--- src/rtl/uc_pkg.sv ---
// Shared encodings for the multi-cycle controller: opcodes, ALU control codes,
// datapath mux selects, FSM states and the instruction classes used for dispatch.
package uc_pkg;

    localparam logic [5:0] OP_RTYPE   = 6'b000000;
    localparam logic [5:0] OP_BGEZ    = 6'b000001;
    localparam logic [5:0] OP_J       = 6'b000010;
    localparam logic [5:0] OP_B       = 6'b000011;
    localparam logic [5:0] OP_BEQ     = 6'b000100;
    localparam logic [5:0] OP_BNE     = 6'b000101;
    localparam logic [5:0] OP_ADDI    = 6'b001000;
    localparam logic [5:0] OP_ADDIU   = 6'b001001;
    localparam logic [5:0] OP_SLTI    = 6'b001010;
    localparam logic [5:0] OP_SLTIU   = 6'b001011;
    localparam logic [5:0] OP_ANDI    = 6'b001100;
    localparam logic [5:0] OP_ORI     = 6'b001101;
    localparam logic [5:0] OP_XORI    = 6'b001110;
    localparam logic [5:0] OP_LUI     = 6'b001111;
    localparam logic [5:0] OP_BITSWAP = 6'b011111;
    localparam logic [5:0] OP_LW      = 6'b100011;
    localparam logic [5:0] OP_SW      = 6'b101011;

    localparam logic [3:0] ALU_ADD     = 4'b0000;
    localparam logic [3:0] ALU_BEQ     = 4'b0001;
    localparam logic [3:0] ALU_RTYPE   = 4'b0010;
    localparam logic [3:0] ALU_BGEZ    = 4'b0011;
    localparam logic [3:0] ALU_AND     = 4'b0100;
    localparam logic [3:0] ALU_OR      = 4'b0101;
    localparam logic [3:0] ALU_SLT     = 4'b0110;
    localparam logic [3:0] ALU_XOR     = 4'b0111;
    localparam logic [3:0] ALU_B       = 4'b1000;
    localparam logic [3:0] ALU_LUI     = 4'b1001;
    localparam logic [3:0] ALU_BNE     = 4'b1011;
    localparam logic [3:0] ALU_BITSWAP = 4'b1111;

    localparam logic [1:0] SRCB_B       = 2'b00;
    localparam logic [1:0] SRCB_FOUR    = 2'b01;
    localparam logic [1:0] SRCB_IMM     = 2'b10;
    localparam logic [1:0] SRCB_IMM_SH2 = 2'b11;

    localparam logic [1:0] PCSRC_ALU    = 2'b00;
    localparam logic [1:0] PCSRC_ALUOUT = 2'b01;
    localparam logic [1:0] PCSRC_JUMP   = 2'b10;

    typedef enum logic [3:0] {
        S_INIT,
        S_FETCH,
        S_DECODE,
        S_MEM_ADDR,
        S_MEM_RD,
        S_MEM_WB,
        S_MEM_WR,
        S_EXEC_R,
        S_EXEC_I,
        S_ALU_WB,
        S_BRANCH,
        S_JUMP,
        S_HALT
    } state_e;

    typedef enum logic [2:0] {
        CLS_LOAD,
        CLS_STORE,
        CLS_R,
        CLS_I,
        CLS_BRANCH,
        CLS_JUMP,
        CLS_ILLEGAL
    } cls_e;

endpackage

--- src/rtl/alu_op_decode.sv ---
// Combinational opcode decoder: maps an opcode to its ALU control code and the
// instruction class the sequencer dispatches on.
module alu_op_decode
    import uc_pkg::*;
#(
    parameter int OPCODE_W = 6,
    parameter int ALU_OP_W = 4
) (
    input  logic [OPCODE_W-1:0] op_i,
    output logic [ALU_OP_W-1:0] alu_op_o,
    output cls_e                cls_o
);

    always_comb begin
        alu_op_o = ALU_ADD;
        cls_o    = CLS_ILLEGAL;
        case (op_i)
            OP_RTYPE:   begin alu_op_o = ALU_RTYPE;   cls_o = CLS_R;      end
            OP_BITSWAP: begin alu_op_o = ALU_BITSWAP; cls_o = CLS_R;      end
            OP_LW:      begin alu_op_o = ALU_ADD;     cls_o = CLS_LOAD;   end
            OP_SW:      begin alu_op_o = ALU_ADD;     cls_o = CLS_STORE;  end
            OP_ADDI:    begin alu_op_o = ALU_ADD;     cls_o = CLS_I;      end
            OP_ADDIU:   begin alu_op_o = ALU_ADD;     cls_o = CLS_I;      end
            OP_ANDI:    begin alu_op_o = ALU_AND;     cls_o = CLS_I;      end
            OP_ORI:     begin alu_op_o = ALU_OR;      cls_o = CLS_I;      end
            OP_XORI:    begin alu_op_o = ALU_XOR;     cls_o = CLS_I;      end
            OP_SLTI:    begin alu_op_o = ALU_SLT;     cls_o = CLS_I;      end
            OP_SLTIU:   begin alu_op_o = ALU_SLT;     cls_o = CLS_I;      end
            OP_LUI:     begin alu_op_o = ALU_LUI;     cls_o = CLS_I;      end
            OP_B:       begin alu_op_o = ALU_B;       cls_o = CLS_BRANCH; end
            OP_BEQ:     begin alu_op_o = ALU_BEQ;     cls_o = CLS_BRANCH; end
            OP_BGEZ:    begin alu_op_o = ALU_BGEZ;    cls_o = CLS_BRANCH; end
            OP_BNE:     begin alu_op_o = ALU_BNE;     cls_o = CLS_BRANCH; end
            OP_J:       begin alu_op_o = ALU_ADD;     cls_o = CLS_JUMP;   end
            default:    ;
        endcase
    end

endmodule

--- src/rtl/multicycle_ctrl.sv ---
// Multi-cycle MIPS-style sequencer sharing one ALU and one memory port.
// Define MULTICYCLE_ILLEGAL_TRAP_EN to halt on unlisted opcodes; otherwise they retire as NOPs.
module multicycle_ctrl
    import uc_pkg::*;
#(
    parameter int OPCODE_W = 6,
    parameter int ALU_OP_W = 4,
    parameter int CNT_W    = 32
) (
    input  logic                clk,
    input  logic                rst_n,
    input  logic [OPCODE_W-1:0] opcode,
    input  logic                mem_ready,
    output logic                pc_write,
    output logic                pc_write_cond,
    output logic [1:0]          pc_source,
    output logic                ir_write,
    output logic                i_or_d,
    output logic                mem_read,
    output logic                mem_write,
    output logic                mem_to_reg,
    output logic                reg_dst,
    output logic                reg_write,
    output logic                alu_src_a,
    output logic [1:0]          alu_src_b,
    output logic [ALU_OP_W-1:0] alu_op,
    output logic [CNT_W-1:0]    instr_retired,
    output logic                illegal_op
);

    state_e              state_q, state_d;
    logic [OPCODE_W-1:0] op_q, op_d;
    logic [CNT_W-1:0]    retired_q, retired_d;
    logic                retire;
    logic [OPCODE_W-1:0] dec_op;
    logic [ALU_OP_W-1:0] dec_alu_op;
    cls_e                dec_cls;

    // DECODE dispatches on the live opcode; later states use the latched copy.
    assign dec_op = (state_q == S_DECODE) ? opcode : op_q;

    alu_op_decode #(
        .OPCODE_W (OPCODE_W),
        .ALU_OP_W (ALU_OP_W)
    ) u_alu_op_decode (
        .op_i     (dec_op),
        .alu_op_o (dec_alu_op),
        .cls_o    (dec_cls)
    );

    assign retired_d     = retired_q + CNT_W'(retire);
    assign instr_retired = retired_q;

    always_ff @(posedge clk or negedge rst_n) begin
        if (!rst_n) begin
            state_q   <= S_INIT;
            op_q      <= '0;
            retired_q <= '0;
        end else begin
            state_q   <= state_d;
            op_q      <= op_d;
            retired_q <= retired_d;
        end
    end

`ifdef MULTICYCLE_ILLEGAL_TRAP_EN
    logic illegal_q, illegal_d;

    always_ff @(posedge clk or negedge rst_n) begin
        if (!rst_n) begin
            illegal_q <= 1'b0;
        end else begin
            illegal_q <= illegal_d;
        end
    end

    assign illegal_op = illegal_q;
`else
    assign illegal_op = 1'b0;
`endif

    always_comb begin
        state_d       = state_q;
        op_d          = op_q;
        retire        = 1'b0;
        pc_write      = 1'b0;
        pc_write_cond = 1'b0;
        pc_source     = PCSRC_ALU;
        ir_write      = 1'b0;
        i_or_d        = 1'b0;
        mem_read      = 1'b0;
        mem_write     = 1'b0;
        mem_to_reg    = 1'b0;
        reg_dst       = 1'b0;
        reg_write     = 1'b0;
        alu_src_a     = 1'b0;
        alu_src_b     = SRCB_B;
        alu_op        = ALU_ADD;
`ifdef MULTICYCLE_ILLEGAL_TRAP_EN
        illegal_d     = illegal_q;
`endif

        case (state_q)
            S_INIT: state_d = S_FETCH;
            S_FETCH: begin
                mem_read  = 1'b1;
                alu_src_b = SRCB_FOUR;
                // PC+4 and IR load only once the instruction word is actually back.
                if (mem_ready) begin
                    ir_write = 1'b1;
                    pc_write = 1'b1;
                    state_d  = S_DECODE;
                end
            end
            S_DECODE: begin
                op_d      = opcode;
                alu_src_b = SRCB_IMM_SH2;
                case (dec_cls)
                    CLS_LOAD, CLS_STORE: state_d = S_MEM_ADDR;
                    CLS_R:               state_d = S_EXEC_R;
                    CLS_I:               state_d = S_EXEC_I;
                    CLS_BRANCH:          state_d = S_BRANCH;
                    CLS_JUMP:            state_d = S_JUMP;
                    default: begin
`ifdef MULTICYCLE_ILLEGAL_TRAP_EN
                        state_d   = S_HALT;
                        illegal_d = 1'b1;
`else
                        state_d = S_FETCH;
                        retire  = 1'b1;
`endif
                    end
                endcase
            end
            S_MEM_ADDR: begin
                alu_src_a = 1'b1;
                alu_src_b = SRCB_IMM;
                state_d   = (dec_cls == CLS_STORE) ? S_MEM_WR : S_MEM_RD;
            end
            S_MEM_RD: begin
                i_or_d   = 1'b1;
                mem_read = 1'b1;
                if (mem_ready) state_d = S_MEM_WB;
            end
            S_MEM_WB: begin
                reg_write  = 1'b1;
                mem_to_reg = 1'b1;
                state_d    = S_FETCH;
                retire     = 1'b1;
            end
            S_MEM_WR: begin
                i_or_d    = 1'b1;
                mem_write = 1'b1;
                if (mem_ready) begin
                    state_d = S_FETCH;
                    retire  = 1'b1;
                end
            end
            S_EXEC_R: begin
                alu_src_a = 1'b1;
                alu_src_b = SRCB_B;
                alu_op    = dec_alu_op;
                state_d   = S_ALU_WB;
            end
            S_EXEC_I: begin
                alu_src_a = 1'b1;
                alu_src_b = SRCB_IMM;
                alu_op    = dec_alu_op;
                state_d   = S_ALU_WB;
            end
            S_ALU_WB: begin
                reg_write = 1'b1;
                reg_dst   = (dec_cls == CLS_R);
                state_d   = S_FETCH;
                retire    = 1'b1;
            end
            S_BRANCH: begin
                alu_src_a     = 1'b1;
                alu_src_b     = SRCB_B;
                alu_op        = dec_alu_op;
                pc_write_cond = 1'b1;
                pc_source     = PCSRC_ALUOUT;
                state_d       = S_FETCH;
                retire        = 1'b1;
            end
            S_JUMP: begin
                pc_write  = 1'b1;
                pc_source = PCSRC_JUMP;
                state_d   = S_FETCH;
                retire    = 1'b1;
            end
            S_HALT: state_d = S_HALT;
            default: state_d = S_INIT;
        endcase
    end

endmodule

--- config.mk ---
export PLATFORM = sky130hd
export DESIGN_NAME = multicycle_ctrl
export DESIGN_NICKNAME = d
export VERILOG_FILES = /design/src/rtl/uc_pkg.sv /design/src/rtl/alu_op_decode.sv /design/src/rtl/multicycle_ctrl.sv
export SDC_FILE = /design/constraint.sdc
export NUM_CORES = 1
export LEC_CHECK = 0
export ABC_CLOCK_PERIOD_IN_PS = 4950
export CORE_MARGIN = 3
export CORE_UTILIZATION = 51
export DETAILED_ROUTE_END_ITERATION = 10
export MAX_ROUTING_LAYER = met4
export PLACE_DENSITY = 0.89
export SYNTH_ARGS = -nofsm -noshare
export SYNTH_HDL_FRONTEND = slang
export SYNTH_SLANG_ARGS = --single-unit
--- constraint.sdc ---
create_clock -name clk -period 4.95 [get_ports clk]
set_clock_uncertainty 0.15 [all_clocks]
set_input_delay 1.485 -clock clk [delete_from_list [all_inputs] [get_ports clk]]
set_output_delay 1.485 -clock clk [all_outputs]
set_load 0.1 [all_outputs]
==> metrics.txt <==
most frequent cells in the layout=buf_4, dfrtp_1, clkdlybuf4s50_1; vias per std cell=5.63; Seq cells post-synth=42; Final TNS setup=0 ns; sequential share of power=0.221; CP Launch Type=primary input; RSZ-0062 raised after global routing=no; syn_nets=293; status=finished, final reports clean; DRC violations left=0; total number of vias=between 2,000 and 2,500; final wirelength=6950 um; IO buf count=between 50 and 60; initial antenna violation count=0; WL/cell=between 15 and 20 um; number of max-cap violations=0; clock root buffer=clkbuf_8; R2R depth=15; Worst EP required=3.31 ns; Global Route Usage Sum=0.238; area grow syn2layout=44.0%; EDFF count, synth=0; Final #Nets=385; Gate Count Post-Synth=282; length of the first detailed-routing pass in iterations=4; Die H=78.1 um; H-Tree Depth=2; n_diodes=0; DIE WIDTH=78.1 um; Post-Syn Area=2650 um^2; Final period util=0.988; vias in the first global route=roughly 2,300; layout cells sized above 1=0.251; Clock Latency Late Sink=roughly 0.30 ns; Worst Setup EP=alu_op[2]; global-route wire length before repair=~11,000 um; Final Max Tran Viols=0; Internal=1.13 mW; CP max FO=4; synthesized area per cell=approximately 9.4 um^2; Crit. End Element=output port; Final Hold Viols=0; Yosys cell types=57; path length in cells of the critical path=7; r2r endpoint=instr_retired[31]; slew margin rel.=0.340; Filler cells=348; CP arrival=3.25 ns; CTS Buf Count=5; Sw Share=0.527; Synth warnings=0; Hold WS=0.348 ns; # rows=25; GP Congestion=0.962; VDD IR max=around 0.63 mV; Antenna Nets Post-Route=0; power share of the combinational group=0.669; Reg area=between 1000 and 1500 um^2; Slew @ Worst Pin=between 0.9 and 1 ns; setup ws final=0.0609 ns; CP Launch Point=opcode[0]; CTS tree=yes; reg2reg setup slack=0.59 ns; Reg clk slew, reported paths=0.08 ns; CTS max path bufs=2; multi-input logic area=1610 um^2; I/O Pins=60; # setup viols final=0; Power Total=2.39 mW; Clock power frac=0.109; Starting Density=0.543; hpwl dp=5280 um; Worst path slowest cell=clkdlybuf4s50_1; largest net degree at the start of global routing=43; fin crit period=~4.9 ns; total congestion overflow=0; worst path buffer plus inverter count=3; Sink Count=42; Cell Chain, Critical Path=clkdlybuf4s50_1 -> mux2i_4 -> o32ai_4 -> nand3b_4 -> buf_4 -> nor3_4 -> buf_12; die area=6100 um^2; core area=4880 um^2; top_reg_cell synth=dfrtp_1; Core Util, Final=0.782; Leak Pwr=1.72 nW; FMAX=0.205 GHz; delay-heaviest family, CP=buffers and inverters; worst hold path class=reg -> reg; power density cells=around 630 nW/um^2; part of the Yosys area used for sequential elements=0.396; largest stage delay on the critical path=0.55 ns; Iter 0 DRT Violations=135; post-place setup slack=-0.0795 ns; most common cell after layout, fill and taps aside=buf_4; post-synthesis async set-or-reset flop share=1.00; P_sw=between 1 and 1.5 mW; worst reg2reg startpoint=state_q[3]; Setup Crit Path Kind=in -> out
[layout make-up]
cell class | count | area share
clock buffers | 5 | 0.0180
clock inverters | 3 | 0.0105
inverters | 9 | 0.00918
multi-input cells | 217 | 0.421
flip-flops and latches | 42 | 0.275
well taps | 67 | 0.0220
repair buffers | 99 | 0.244
[cell families (layout without fill, tap and decap cells)]
| kind of cell | count (synthesis) | count (layout) | synth area share |
|---|---|---|---|
| AND/OR/NAND/NOR | 120 | 120 | 0.234 |
| buffers and inverters | 23 | 116 | 0.0481 |
| adder cells (fa/ha/maj) | 2 | 2 | 0.00944 |
| XOR/XNOR | 33 | 33 | 0.109 |
| other | 1 | 1 | 0.00141 |
| multiplexers | 14 | 14 | 0.0566 |
| AO/OA/AOI/OAI | 47 | 47 | 0.145 |
| flip-flops | 42 | 42 | 0.396 |
[how the worst min path moves through the flow]
stage,startpoint,end,slack [ns],cells after the start
5_1_grt,instr_retired[20],instr_retired[20],0.36,1
3_5_place_dp,instr_retired[20],instr_retired[20],0.33,1
6_report,instr_retired[22],instr_retired[22],0.35,1
4_1_cts,instr_retired[20],instr_retired[20],0.35,1
3_3_place_gp,instr_retired[31],instr_retired[31],0.32,1
2_1_floorplan,op_q[4],op_q[4],0.45,1
[worst reg2reg max path, delay by kind of cell (launching register included)]
kind / cells / cell delay (ns)
compound gates: 4 / 0.87
xor+xnor: 1 / 0.16
fa+ha+maj: 1 / 0.20
buf+inv: 2 / 0.50
flops: 1 / 0.58
mux: 1 / 0.12
simple gates: 6 / 1.69
[metrics by stage]
step,instances,area (um^2)
floorplan,282,2740
global placement,430,3620
detailed placement,430,3620
CTS,439,3740
global route,442,3820
finish,442,3820
[synthesized netlist by cell type (5+ instances only)]
| master | count | share of area |
|---|---|---|
| dfrtp_1 | 42 | 0.40 |
| nand2_1 | 30 | 0.042 |
| nor2_1 | 25 | 0.035 |
| xnor2_1 | 21 | 0.069 |
| mux2i_1 | 12 | 0.045 |
| xor2_1 | 12 | 0.040 |
| and3_1 | 11 | 0.026 |
| nand3_1 | 11 | 0.021 |
| a21oi_1 | 8 | 0.015 |
| nor3_1 | 8 | 0.015 |
| inv_1 | 7 | 0.0099 |
| clkbuf_1 | 6 | 0.0085 |
| nand4_1 | 6 | 0.014 |
| nor2b_1 | 6 | 0.014 |
| nand2b_1 | 5 | 0.012 |
[flip-flops by register name (all words and copies together), names as in the netlist]
| register | flops |
|---|---|
| state_q | 4 |
| instr_retired | 32 |
| op_q | 6 |
[power by group through the flow]
stage / registers, mW / logic (mW) / clock network, mW
after floorplan: 0.644 / 0.972 / 0
after global placement: 0.526 / 1.49 / 0
after detailed placement: 0.527 / 1.51 / 0
after CTS: 0.522 / 1.53 / 0.266
after global routing: 0.541 / 1.68 / 0.280
final: 0.528 / 1.60 / 0.262
[timing repair]
action,CTS,global route
gates resized for setup,3,10
setup buffers,1,3
pin swaps,1,6
hold buffers,0,0
gates cloned,0,0
setup endpoints to repair,4,4
[routing by layer]
layer  GRT usage  wire length, um  part of all wire
met3      0.0321              435             0.063
met5           -                0                 0
met2       0.396             3460              0.50
met1       0.300             2950              0.42
met4      0.0839              105             0.015
Power figures use the tool's default switching activity.
